## src/rtl/reg_file_sb.sv

```systemverilog
// reg_file_sb: two-read / one-write integer register file with same-cycle
// write-through bypass, optional hardwired-zero r0, and a per-register busy
// scoreboard (issue sets, writeback clears, flush clears all) feeding RAW
// hazard detection in decode.
module reg_file_sb #(
  parameter int DATA_W   = 32,
  parameter int NREGS    = 32,
  parameter int ADDR_W   = $clog2(NREGS),
  parameter int ZERO_REG = 1
) (
  input  logic              clk,
  input  logic              reset,
  input  logic              write_en,
  input  logic [ADDR_W-1:0] write_addr,
  input  logic [DATA_W-1:0] write_data,
  input  logic [ADDR_W-1:0] read_addr_1,
  input  logic [ADDR_W-1:0] read_addr_2,
  output logic [DATA_W-1:0] read_data_1,
  output logic [DATA_W-1:0] read_data_2,
  output logic              read_busy_1,
  output logic              read_busy_2,
  input  logic              issue_en,
  input  logic [ADDR_W-1:0] issue_addr,
  input  logic              flush,
  output logic [ADDR_W:0]   busy_count
);

  localparam logic ZERO_EN = (ZERO_REG != 0);

  logic [DATA_W-1:0] regs_q [NREGS];
  logic [DATA_W-1:0] regs_d [NREGS];
  logic [NREGS-1:0]  busy_q;
  logic [NREGS-1:0]  busy_d;
  logic [ADDR_W:0]   busy_count_q;
  logic [ADDR_W:0]   busy_count_d;

  logic wr_ok;
  logic iss_ok;

  // Writes and issues targeting a hardwired r0 are suppressed.
  always_comb begin
    wr_ok  = write_en && !(ZERO_EN && (write_addr == '0));
    iss_ok = issue_en && !(ZERO_EN && (issue_addr == '0));
  end

  // Register data next state: single write port.
  always_comb begin
    for (int i = 0; i < NREGS; i++) begin
      regs_d[i] = regs_q[i];
    end
    if (wr_ok) begin
      regs_d[write_addr] = write_data;
    end
  end

  // Busy next state: flush dominates; otherwise writeback clears, then issue
  // sets so a new producer to the same register keeps it pending.
  always_comb begin
    busy_d = busy_q;
    if (flush) begin
      busy_d = '0;
    end else begin
      if (wr_ok) begin
        busy_d[write_addr] = 1'b0;
      end
      if (iss_ok) begin
        busy_d[issue_addr] = 1'b1;
      end
    end
  end

  // Population count of the next-state busy vector, registered alongside it.
  always_comb begin
    busy_count_d = '0;
    for (int i = 0; i < NREGS; i++) begin
      busy_count_d = busy_count_d + {{ADDR_W{1'b0}}, busy_d[i]};
    end
  end

  // State registers; async reset clears data, busy bits and the count.
  always_ff @(posedge clk or posedge reset) begin
    if (reset) begin
      for (int i = 0; i < NREGS; i++) begin
        regs_q[i] <= '0;
      end
      busy_q       <= '0;
      busy_count_q <= '0;
    end else begin
      for (int i = 0; i < NREGS; i++) begin
        regs_q[i] <= regs_d[i];
      end
      busy_q       <= busy_d;
      busy_count_q <= busy_count_d;
    end
  end

  // Read port 1: array read, then write bypass, then r0 override.
  always_comb begin
    read_data_1 = regs_q[read_addr_1];
    if (wr_ok && (write_addr == read_addr_1)) begin
      read_data_1 = write_data;
    end
    if (ZERO_EN && (read_addr_1 == '0)) begin
      read_data_1 = '0;
    end
  end

  // Read port 2: same structure as port 1.
  always_comb begin
    read_data_2 = regs_q[read_addr_2];
    if (wr_ok && (write_addr == read_addr_2)) begin
      read_data_2 = write_data;
    end
    if (ZERO_EN && (read_addr_2 == '0)) begin
      read_data_2 = '0;
    end
  end

  // Busy flags come straight from registered state; no bypass of a
  // same-cycle issue or writeback.
  always_comb begin
    read_busy_1 = busy_q[read_addr_1] && !(ZERO_EN && (read_addr_1 == '0));
    read_busy_2 = busy_q[read_addr_2] && !(ZERO_EN && (read_addr_2 == '0));
  end

  assign busy_count = busy_count_q;

endmodule

```

## config.mk

```make
export PLATFORM = sky130hd
export DESIGN_NAME = reg_file_sb
export DESIGN_NICKNAME = d
export VERILOG_FILES = /design/src/rtl/reg_file_sb.sv
export SDC_FILE = /design/constraint.sdc
export NUM_CORES = 2
export LEC_CHECK = 0
export BUFFER_PORTS_ARGS = -buffer_cell sky130_fd_sc_hd__buf_2
export CORE_ASPECT_RATIO = 0.8
export CORE_MARGIN = 2
export CORE_UTILIZATION = 27
export DETAILED_ROUTE_END_ITERATION = 10
export HOLD_SLACK_MARGIN = 0.1
export PLACE_DENSITY_LB_ADDON = 0.25
export SKIP_LAST_GASP = 1
export SYNTH_ARGS = -nofsm -noshare
export SYNTH_HDL_FRONTEND = slang
export SYNTH_SLANG_ARGS = --single-unit
```

## constraint.sdc

```tcl
create_clock -name clk -period 117.6 [get_ports clk]
set_input_delay 23.52 -clock clk [delete_from_list [all_inputs] [get_ports clk]]
set_output_delay 23.52 -clock clk [all_outputs]
set_load 0.01 [all_outputs]
```

# Yosys cells after proc, flatten, opt, wreduce, memory -nomap -nowiden
# Index checks and enable logic that the tools add are counted.
# classes
add_sub_neg	31
order_cmp	10
eq_ne	2
muxes	25
bitwise_logic	6
n_reduce_logical	17
# op_table
operator	n
bitwise mux 1024 bit	1
2-to-1 mux 32 bit	13
binary-select mux 32 bit (select 5 bit)	2
demux 32 bit (select 5 bit)	1
adder 6 x 1 -> 6 bit	26
AND 32 bit	1
NOT 32 bit	1
bitwise OR 32 bit	1
less-than comparator 5 x 6 -> 1 bit (second input constant)	4
logical NOT 5 bit	4
>= comparator 6 bit (second input constant)	3
NOT 5 -> 6 bit	3
binary-select mux 1 bit (select 5 bit)	2
demux 1 bit (select 5 bit)	2
equality test 5 bit	2
>= comparator 5 x 1 -> 1 bit (second input constant)	2
logical AND 1 bit	9
adder 5 x 1 -> 6 bit	1
less-than comparator 6 x 1 -> 1 bit (second input constant)	1
adder 4 x 1 -> 5 bit	1
adder 3 x 1 -> 4 bit	1
logical NOT 1 bit	4
2-to-1 mux 1 bit	4
adder 2 x 1 -> 3 bit	1
adder 1 x 1 -> 2 bit	1
# word_totals
reg_bits	1062
input_bits	57
word_cells	125

# Logic depth before layout (Yosys ltp)
# logic_depth
word_depth	42
depth_mapped	22
mapped_depth_nobuf	20

# Least setup slack after synthesis
# Ideal clock, no wire load.
# synth_path
kind	input to output
start	input read_addr_2[1]
end	output read_data_2[13]
arrival_time_ns	25.166
required_ns	94.080
setup_slack_ns	68.914
path_stages	7
path_buffers	4
path_cell_list	buf_2 buf_4 buf_4 clkbuf_1 mux4_2 a221oi_1 o221ai_1
# synth_between
elab_chain_cells	6
word_cells_on_any_way	9
# synth_lines
item	line	text
start, declared	17	input logic [ADDR_W-1:0] read_addr_2,
NOT 5 -> 6 bit (not written as such)	110	read_data_2 = regs_q[read_addr_2];
binary-select mux 32 bit (select 5 bit)	110	
2-to-1 mux 32 bit (not written as such) (2 in series)	110	
2-to-1 mux 32 bit	111	if (wr_ok && (write_addr == read_addr_2)) begin
2-to-1 mux 32 bit (*)	114	if (ZERO_EN && (read_addr_2 == '0)) begin
end, declared	19	output logic [DATA_W-1:0] read_data_2,
# Mark *: on every way between the ends. The rest lies on a longest branch, timed or not. The select of a mux whose other input is x is not followed.

# Final worst setup path
# layout_path
start	input read_addr_1[0]
end	output read_data_1[19]
# layout_between
elab_chain_cells	6
word_cells_on_any_way	9
# layout_lines
item	line	text
start, declared	16	input logic [ADDR_W-1:0] read_addr_1,
NOT 5 -> 6 bit (not written as such)	99	read_data_1 = regs_q[read_addr_1];
binary-select mux 32 bit (select 5 bit)	99	
2-to-1 mux 32 bit (not written as such) (2 in series)	99	
2-to-1 mux 32 bit	100	if (wr_ok && (write_addr == read_addr_1)) begin
2-to-1 mux 32 bit (*)	103	if (ZERO_EN && (read_addr_1 == '0)) begin
end, declared	18	output logic [DATA_W-1:0] read_data_1,
# Marked as above.

==> results.md <==
STA:
- Timing would allow up to approximately 19 MHz.
- The clock period could shrink to 51610 ps.
- On the final layout, the worst clock skew is 23.2 ps.
- After layout, the worst path uses 43.9% of the clock period.
- Setup repair after global routing left no endpoint under its margin.
- The total count of hold-check failures in the final report was 0.
- The number of pins with negative max-slew slack in the final report is 0.
- The total negative slack for setup checks is 0 ps.
- The tightest hold path in the finished design has a slack of ~390 ps.
- For the pin with the worst max-slew slack, the measured transition is 1360 ps.
- Setup violations remaining at the end of the flow were counted as 0.
- The relative max-transition margin is 9.14%.

Finish:
- Excluding fillers, the count of instances in the completed layout stands at 7017.
- The layout overhead on the synthesized area is 12.2%.
- The number of fill cells is 21400.
- In the final layout, the share of cells above drive strength 1 is 45.2%.
- The net count of the finished layout is 4149.
- The utilization of the core after routing is 30.6%.

Setup path:
- Walking the worst path, the cells encountered are buf_8 -> buf_4 -> buf_4 -> buf_4 -> mux4_2 -> o22ai_1 -> nor3_1 -> nor3_1 -> a21oi_1 -> buf_2.
- STA classifies the critical path endpoint as a primary output.
- The kind of start point of the critical path is an input port.
- The peak per-stage delay on the critical path is 800 ps.
- Data on the critical path is required at its endpoint by 94080 ps.
- The setup path with the least slack is of type input port to primary output.
- The top cell family by delay on the critical path is buffers and inverters.
- Together, buffers and inverters on the worst path number 5.
- Among all stages on the critical path, the largest delay is contributed by sky130_fd_sc_hd__buf_4.
- The cell type with the highest occurrence count on the critical path is sky130_fd_sc_hd__buf_4.
- STA puts the critical path data arrival time at between 20000 and 30000 ps.
- Along the worst path, the maximum fanout reaches 44.

Die:
- The initialized floorplan defines about 150 standard-cell rows.
- The effective utilization at floorplan is 27.2%.
- The floorplan step defined a die boundary enclosing about 0.22 mm^2.
- From left edge to right edge, the die measures 525 um.
- The top-level I/O count is 129.
- The die extent in y is 421 um.
- The placeable core region is around 0.22 mm^2.

GRT:
- The remaining global-route overflow is 0.
- The number of antenna violations at the first check in global routing is 23.
- The wire length of the first global-routing pass is 323000 um.
- The all-layer global routing usage is about a fifth.
- The number of global-route vias before repair is around 40000.
- The maximum number of pins on one net before global-route repair is around 120.

Place:
- The count of buffers inserted at the top-level ports is 128.
- The total half-perimeter wirelength after legalization and detailed placement is around 130000 um.
- The number of placed instances, taps included, is roughly 6800.
- At the end of routability-driven placement, the weighted congestion stood at 0.799.

Clock tree:
- Buffers added to address setup during post-CTS repair amount to 0.
- Buffers inserted during clock tree synthesis total 130.
- The CTS clock-pin slew for the worst setup and hold paths is about 60 ps.
- The count of instances resized after the clock tree is built is 0.
- In this run the number of H-tree levels came out at 4.
- The clock passes through at most 3 buffers.
- For the worst-skew pair, the clock arrives at the later sink with an insertion delay of 780 ps.
- The root buffer cell chosen for the clock tree is sky130_fd_sc_hd__clkbuf_16.
- The clock tree from TritonCTS is built.
- The total of hold buffers inserted after clock tree synthesis is 0.
- Clock tree synthesis found a total of approximately 1100 sinks.

Yosys:
- The cell type with the highest aggregate area in the netlist is sky130_fd_sc_hd__dfrtp_1.
- In the post-synthesis netlist, the biggest area contributors are sky130_fd_sc_hd__dfrtp_1 45%, sky130_fd_sc_hd__mux2_2 18%, sky130_fd_sc_hd__mux4_2 16%.
- The mean instance size in the synthesized netlist is 14.1 um^2.
- After synthesis the netlist holds a flip-flop and latch count of about 1100.
- Yosys printed 0 warnings.
- Synthesis produced a netlist with a net count of 4243.
- The number of enable flip-flop cells after synthesis is 0.
- The part of the Yosys area used for sequential elements is 45.4%.
- The count of distinct cell types in the synthesized netlist is between 70 and 80.
- sky130_fd_sc_hd__dfrtp_1 is the most common cell in the netlist.
- The instance count of the mapped netlist is 4155.
- The synthesized cell area is 0.0586 mm^2.
- Counting flops with an async set or reset pin after synthesis yields a share of between 90% and 100%.
- The commonest cells after synthesis are 1062 x sky130_fd_sc_hd__dfrtp_1, 933 x sky130_fd_sc_hd__mux2_2, 408 x sky130_fd_sc_hd__mux4_2.
- Summed over its instances, the top area cell type makes up between 40% and 50% of the synthesized netlist area.
- In the synthesized netlist the dominant register cell turns out to be sky130_fd_sc_hd__dfrtp_1.

Power:
- Total power for the finished layout comes to 1.12 mW.
- The static leakage is 28.2 nW.
- Cell internal power was estimated by the tool at 0.798 mW.
- For this design the total switching power over the nets is ~0.32 mW.
- The net switching fraction of the power is 28.4%.
- Of the total power, registers draw 43.3%.
- Across the VDD grid, the largest voltage drop is 0.0155 mV.
- The combinational fraction of design power is 19.7%.
- The clock network is responsible for 37.1% of the overall power.
- Dividing total power by cell area gives a power density of between 15 and 20 mW/mm^2.

Routing:
- The detailed router placed 39100 vias in this run.
- After detailed routing, the number of vias per cell comes to 5.57.
- The number of remaining DRC errors is 0.
- The first TritonRoute pass finished after 8 iterations.
- The average wire per standard cell is 32.7 um.
- The first-iteration detailed-routing DRC count is 3882.
- The number of nets with antenna violations after routing is 0.
- The aggregate routed wire length is 230000 um.

Flow run:
- The number of max-capacitance violations reported is 0.

Outcome:
- The run finished with clean final reports.

Hold path:
- The path class of the tightest hold or removal check is register to register.
through the flow:
step,setup WS (ps),cell area [um^2]
floorplan,64190,58600
global placement,65860,61400
detailed placement,65890,61400
CTS,65860,65700
global route,65760,65700
finish,65990,65700
power by group through the flow:
| stage | registers [mW] | logic (mW) | clock network, mW |
|---|---|---|---|
| after floorplan | 0.472 | 0.169 | 0 |
| after global placement | 0.485 | 0.217 | 0 |
| after detailed placement | 0.487 | 0.220 | 0 |
| after CTS | 0.481 | 0.221 | 0.421 |
| after global routing | 0.491 | 0.235 | 0.436 |
| final | 0.483 | 0.219 | 0.414 |
final cells by class:
cell class	count	area [um^2]	area share, %
well taps	2849	3560	5.42
multi-input cells	2593	29600	45.0
inverters	39	154	0.234
flip-flops and latches	1062	26600	40.4
clock buffers	196	3890	5.91
diodes	8	20.0	0.0305
repair buffers	235	1510	2.30
clock inverters	35	444	0.676
cell families after synthesis:
group,after synthesis,synth area share [%]
buf+inv,500,4.63
flops,1062,45.4
fa+ha+maj,31,0.970
xor+xnor,14,0.209
simple gates,349,2.95
mux,1642,39.3
compound gates,557,6.59
routing by layer:
layer  track usage (%)  vias to the layer above  routed length, um
li1                  -                    15800                  -
met1              28.0                    21400             101000
met2              33.0                     1442             107000
met3              3.48                      412              12900
met4              7.54                       14               8540
met5                 0                        -                 85
flip-flops by register name (all words and copies together) (netlist names):
name	flops
regs_q	1024
busy_q	32
busy_count	6
cell usage in the layout, fill, tap and decap left out, drive strengths merged, types with 11 or more instances in the layout:
cell	netlist	final
nand2	113	113
clkinv	1	26
nor2	67	67
nand2b	37	37
o21ai	113	113
dfrtp	1062	1062
nor3	50	50
xnor2	12	12
mux4	418	418
a221oi	52	52
buf	245	235
inv	38	41
a21oi	80	80
mux2	970	970
a221o	40	40
clkbuf	216	196
nor3b	11	11
o22ai	97	97
fa	24	24
o22a	21	21
mux2i	254	254
a22oi	52	52
a21o	20	20
a211oi	15	15
nor2b	17	17
o211ai	19	19
final timing paths:
path | slack, ps | cells past startpoint | startpoint | endpoint
min in group asynchronous | 22960 | 2 | reset | regs_q[386]$_DFFE_PP0P_
setup / recovery | 65990 | 10 | read_addr_1[0] | read_data_1[19]
setup reg to reg | 112540 | 18 | busy_q[13]$_DFF_PP0_ | busy_count[4]$_DFF_PP0_
hold reg to reg | 390 | 0 | regs_q[997]$_DFFE_PP0P_ | regs_q[997]$_DFFE_PP0P_
hold / removal | 390 | 0 | regs_q[997]$_DFFE_PP0P_ | regs_q[997]$_DFFE_PP0P_
max in group asynchronous | 91260 | 5 | reset | regs_q[855]$_DFFE_PP0P_
No activity file was read; power rests on OpenSTA's default activity.
